**config.mk**
```make
export PLATFORM = sky130hd
export DESIGN_NAME = shift_add_sequencer
export DESIGN_NICKNAME = d
export VERILOG_FILES = /design/src/rtl/shift_add_sequencer.sv
export SDC_FILE = /design/constraint.sdc
export NUM_CORES = 1
export LEC_CHECK = 0
export CAP_MARGIN = 20
export CORE_UTILIZATION = 30
export CTS_BUF_LIST = sky130_fd_sc_hd__clkbuf_2 sky130_fd_sc_hd__clkbuf_4 sky130_fd_sc_hd__clkbuf_8
export CTS_CLUSTER_SIZE = 14
export DETAILED_ROUTE_END_ITERATION = 12
export SYNTH_ARGS = -nofsm -noshare
export SYNTH_HDL_FRONTEND = slang
export SYNTH_SLANG_ARGS = --single-unit
export TNS_END_PERCENT = 1
```
**constraint.sdc**
```tcl
create_clock -name clk -period 4.25 [get_ports clk]
set_clock_uncertainty 0.15 [all_clocks]
set_input_delay 0.6375 -clock clk [delete_from_list [all_inputs] [get_ports clk]]
set_output_delay 0.6375 -clock clk [all_outputs]
set_load 0.1 [all_outputs]
```
**src/rtl/shift_add_sequencer.sv**
```systemverilog
// shift_add_sequencer
//   Control and accumulate stage of a sequential unsigned shift-and-add
//   multiplier. This block drives an external right-shift multiplier register
//   and takes in that register's serial LSB, one multiplier bit per cycle. It
//   keeps the multiplicand and a 2W-bit accumulator, and registers the product.
//
// Ports
//   clk              in   1    rising-edge clock
//   reset            in   1    asynchronous, active-low reset
//   start            in   1    multiply request; sampled only in IDLE
//   multiplicand     in   W    operand A; captured on an accepted start
//   multiplierBit    in   1    serial LSB from the multiplier shift register
//   loadMultiplier   out  1    shift register load; high only in LOAD
//   shiftMultiplier  out  1    shift register shift; high only in RUN
//   busy             out  1    high in LOAD, RUN and DONE
//   done             out  1    one-cycle pulse in DONE
//   product          out  2W   registered A*B; held until the next result
//   state_dbg        out  2    current FSM state (debug observation)
//
// Handshake: a rising clock edge with start==1 while busy==0 accepts one
// operation. start is ignored while busy==1 and is never queued. The result
// is valid on product from the cycle in which done is high, and it stays
// there until the next result or a reset.

module shift_add_sequencer #(
  parameter int WORD_LENGTH = 4
) (
  input  logic                       clk,
  input  logic                       reset,
  input  logic                       start,
  input  logic [WORD_LENGTH-1:0]     multiplicand,
  input  logic                       multiplierBit,
  output logic                       loadMultiplier,
  output logic                       shiftMultiplier,
  output logic                       busy,
  output logic                       done,
  output logic [2*WORD_LENGTH-1:0]   product,
  output logic [1:0]                 state_dbg
);

  localparam int W  = WORD_LENGTH;
  localparam int CW = (W > 1) ? $clog2(W) : 1;
  localparam logic [CW-1:0] LAST_COUNT = CW'(W - 1);

  typedef enum logic [1:0] {
    IDLE = 2'd0,
    LOAD = 2'd1,
    RUN  = 2'd2,
    DONE = 2'd3
  } state_t;

  state_t          state;
  state_t          next_state;
  logic [2*W-1:0]  acc;
  logic [2*W-1:0]  mcand;
  logic [2*W-1:0]  acc_next;
  logic [CW-1:0]   count;

  // The partial-product sum for this RUN cycle. It is used both for the
  // accumulator and for the final product, so the last bit is not lost.
  assign acc_next = acc + (multiplierBit ? mcand : '0);

  // State register
  always_ff @(posedge clk or negedge reset) begin
    if (!reset) begin
      state <= IDLE;
    end else begin
      state <= next_state;
    end
  end

  // Next-state logic
  always_comb begin
    next_state = state;
    case (state)
      IDLE:    if (start) next_state = LOAD;
      LOAD:    next_state = RUN;
      RUN:     if (count == LAST_COUNT) next_state = DONE;
      DONE:    next_state = IDLE;
      default: next_state = IDLE;
    endcase
  end

  // Moore outputs
  always_comb begin
    loadMultiplier  = 1'b0;
    shiftMultiplier = 1'b0;
    busy            = 1'b0;
    done            = 1'b0;
    case (state)
      LOAD: begin
        loadMultiplier = 1'b1;
        busy           = 1'b1;
      end
      RUN: begin
        shiftMultiplier = 1'b1;
        busy            = 1'b1;
      end
      DONE: begin
        done = 1'b1;
        busy = 1'b1;
      end
      default: ;
    endcase
  end

  assign state_dbg = state;

  // Datapath: operand capture, accumulate, and product register
  always_ff @(posedge clk or negedge reset) begin
    if (!reset) begin
      acc     <= '0;
      mcand   <= '0;
      count   <= '0;
      product <= '0;
    end else begin
      case (state)
        IDLE: begin
          if (start) begin
            mcand <= {{W{1'b0}}, multiplicand};
            acc   <= '0;
            count <= '0;
          end
        end
        RUN: begin
          acc   <= acc_next;
          mcand <= mcand << 1;
          count <= count + CW'(1);
          if (count == LAST_COUNT) begin
            product <= acc_next;
          end
        end
        default: ;
      endcase
    end
  end

endmodule

```
# After elaboration in Yosys (flattened, before gate mapping)
# Cells that the tools add are included.
classes:
  addsub: 2
  multipliers: 0
  div: 0
  order_cmp: 0
  n_eq_ne: 6
  n_shift: 0
  mux: 14
  bitwise: 0
  n_reduce_logical: 6
op_table:
  columns: ["op", "n"]
  rows:
  - ["8-bit one-hot mux with 2 select lines", 2]
  - ["8-bit two-way mux", 3]
  - ["8-bit adder", 1]
  - ["2-bit one-hot mux with 4 select lines", 1]
  - ["2-bit == test (second input constant)", 3]
  - ["2-bit two-way mux", 3]
  - ["2-bit AND reduction", 3]
  - ["1-bit two-way mux", 4]
  - ["2-bit != test (second input constant)", 2]
  - ["2-bit one-hot mux with 2 select lines", 1]
  - ["3-bit OR reduction", 1]
  - ["2-bit by 1-bit adder with 2-bit output (second input constant)", 1]
  - ["2-bit by 1-bit == test with 1-bit output (second input constant)", 1]
  - ["2-bit logical NOT", 1]
  - ["2-bit nonzero test", 1]
totals:
  regBits: 28
  latchBits: 0
  mem_bits_rw: 0
  mem_bits_ro: 0
  inputBits: 8
  output_inout_bits: 14
  word_cells: 33
  n_memories: 0

# Longest topological paths before layout
depth:
  depth_word: 3
  mapped_depth: 9

# Least setup slack after synthesis
# Ideal clock, no wire load.
synth_timing:
  kind: "flip-flop to flip-flop"
  start: "register state[1], in the netlist state_dbg[1]"
  end: "register acc[7]"
  t_arrival_ns: 2.896
  t_required_ns: 4.018
  setup_slack_ns: 1.122
  path_stages_with_launch: 7
  synth_period_minus_slack_ns: 3.128
  cell_sequence: "dfrtp_1 > ha_1 > buf_2 > and2_1 > clkbuf_1 > nand2_1 > o22ai_1"
synth_via:
  elab_chain_cells: 3
synth_rtl:
  columns: ["item", "line", "rtl"]
  rows:
  - ["from (decl)", "52", "state_t state;"]
  - ["from (signal assigned)", "68", "state <= next_state;"]
  - ["2-bit == test or 2-bit logical NOT (tied branches)", "117", "case (state)"]
  - ["2-bit nonzero test (no source line) or 2-bit != test (tied branches)", null, null]
  - ["2-bit AND reduction (no source line)", null, null]
  - ["to (signal assigned)", "126", "acc <= acc_next;"]
  - ["to (decl)", "54", "logic [2*W-1:0] acc;"]
# Parallel ways exist; a longest one is shown, timed or not.
# A chain may end at the register's enable or synchronous reset.

# Worst setup path after layout
layout_timing:
  start: "register state[0], in the netlist state_dbg[0]"
  end: "output port shiftMultiplier"
layout_via:
  elab_chain_cells: 2
layout_rtl:
  columns: ["item", "line", "rtl"]
  rows:
  - ["2-bit == test", "90", "case (state)"]
  - ["1-bit two-way mux", "90", null]
  - ["to (decl)", "34", "output logic shiftMultiplier,"]
# No other way between the ends.

==> metrics <==
crit path cell chain=inv_1, ha_1, clkdlybuf4s50_1; Top FF cell, synth=dfrtp_1; global-route wire length before repair=5410 µm; Routed WL per cell=13.2 µm; Max-slew headroom=34.2%; DR vias=1,094; Die X=72.8 µm; initial DRC count=24; vias in the first global route=1,150; CTS buffer count=3; RSZ-0062 raised after global routing=no; Slew Viols, Final=0; Max Fclk=302 MHz; fraction of layout cells with a size suffix above 1=6.67%; Synth-to-Final Area Change=23.9%; largest net degree at the start of global routing=29; worst path buffer plus inverter count=2; yosys warns=0; Root Driver=clkbuf_8; CORE AREA=0.00479 mm²; critical path class=reg2out; cts hold-fix bufs=0; DRC=0; Synth cell types=32; CP delay by family, top=buffers and inverters; asr flop ratio synth=100%; I/O pins=22; Die ar.=0.00530 mm²; minimum clock period after layout=3.32 ns; Post-Route Setup TNS=0 ns; Data required, critical path=3.46 ns; synthesized area per cell=10.5 µm²; Synthesized Nets=165; Seq cells post-synth=28; fillers=486; initial antenna violation count=0; Final Hold Vio Count=0; Nets=188; final setup fails=0; ANT nets after route=0; worst-path cell with the longest stage delay=clkdlybuf4s50_1; chip height=72.8 µm; status=finished, final reports clean; Worst Path Arrival=2.53 ns; Remaining Overflow, GRT=0; IO Port Bufs=21; worst min path class=reg2reg; final WL=3050 µm; gr usage total=13.3%; critical-path maximum fanout=12; Worst R2R Setup Slack=1.78 ns; multi-input logic area=751 µm²; Routability Congestion=0.886; CP Capture Type=primary output; Post-Syn Area=0.00151 mm²; post-CTS sizing=0; Worst-Skew Late Latency=0.29 ns; Post-DP HPWL=2340 µm; Seq/Total Area, Yosys=46.6%; CTS sink count=28; Final period util=78.0%; number of synthesized flops with an enable pin=0; Reg clk slew, reported paths=0.09 ns; Detailed Routing Iterations Pass 1=4; ANT cells=0; Worst path max stage delay=1.23 ns; Initial Util=31.5%; CTS tree=done; area occupied by registers=701 µm²; buffer count from post-CTS setup fixing=0; clk buf depth=2; via/cell ratio=4.72; Worst setup SP type=flop; Least-Margin Pin Slew=0.984 ns; H-tree depth=1; max_cap viols=0; post-synthesis cell count=143; FP Rows=25
Yosys cell counts (all sizes together) (2+ instances only):
master   n  share of area, %
o211ai   3               1.5
clkbuf   4               1.0
o21ai   15               5.0
dfrtp   28                47
and2     8               3.3
mux2i    3               2.0
a21oi    6               2.0
xnor2    2               1.2
xor2     2               1.2
a22o     9               5.2
mux2     4               3.0
nand2   18               4.5
o21a     2               1.0
inv      9               2.2
ha      13                11
worst reg2reg max path: cells and delay by family (launching register included):
| family | cells | cell delay (ns) |
|---|---|---|
| simple gates | 3 | 0.56 |
| fa+ha+maj | 2 | 0.47 |
| compound gates | 3 | 0.69 |
| flops | 1 | 0.42 |
| buf+inv | 1 | 0.08 |
through the flow:
| step | hold slack (ns) | setup WS (ns) | area [µm²] | util, % | std cells |
|---|---|---|---|---|---|
| floorplan | 0.192 | 1.12 | 1510 | - | 143 |
| global placement | 0.313 | 1.09 | 1790 | 37.5 | 228 |
| detailed placement | 0.328 | 1.02 | 1790 | 37.5 | 228 |
| CTS | 0.350 | 0.921 | 1870 | 39.0 | 232 |
| global route | 0.374 | 0.807 | 1870 | 39.0 | 232 |
| finish | 0.338 | 0.935 | 1870 | 39.0 | 232 |
area by class of cell:
| class | count | share of cell area (%) |
|---|---|---|
| Multi-Input combinational cell | 101 | 40.2 |
| Sequential cell | 28 | 37.6 |
| Timing Repair Buffer | 23 | 12.1 |
| Tap cell | 67 | 4.49 |
| Clock buffer | 3 | 2.21 |
| Inverter | 9 | 1.81 |
| Clock inverter | 1 | 1.61 |
cells by family after synthesis:
| group | count (synthesis) | synth area share [%] |
|---|---|---|
| compound gates | 44 | 19.7 |
| simple gates | 32 | 10.7 |
| flops | 28 | 46.6 |
| buf+inv | 14 | 3.57 |
| fa+ha+maj | 14 | 12.1 |
| mux | 7 | 4.99 |
| xor+xnor | 4 | 2.33 |
metal layers:
layer / routed length (µm) / global-route usage [%] / vias up
met5: 0 / 0 / -
met4: 32 / 3.49 / 0
met3: 91 / 2.35 / 3
met2: 1530 / 22.2 / 17
met1: 1400 / 17.8 / 530
li1: - / - / 544
placed cells by master (no fill, tap or decap), types with 2 or more instances in the layout:
master / netlist / layout
mux2_2: 4 / 4
ha_1: 13 / 13
o21ai_0: 15 / 14
xnor2_1: 2 / 2
a22o_1: 9 / 9
xor2_1: 2 / 2
clkdlybuf4s50_1: 0 / 21
clkbuf_8: 0 / 3
a21oi_1: 6 / 6
nand2_1: 18 / 18
o21a_1: 2 / 2
mux2i_1: 3 / 3
o211ai_1: 3 / 3
and2_1: 8 / 8
buf_4: 0 / 2
inv_1: 9 / 9
dfrtp_1: 28 / 28
sequential cells by signal, summed over array words and instances, names as in the netlist:
register and flops:
acc 8, product 8, mcand 8, state_dbg 2, count 2
final timing paths:
kind	from	to	depth (start not counted)
min in group asynchronous	reset	mcand[2]	2
worst min-delay path	product[7]	product[7]	2
worst min register to register	product[7]	product[7]	2
worst max register to register	mcand[0]	acc[6]	9
worst max-delay path	state_dbg[0]	shiftMultiplier	3
max in group asynchronous	reset	acc[5]	2
Power is left out: the tool's default activity adds up to more than one toggle a clock period on the data nets, which glitch-free logic cannot reach.
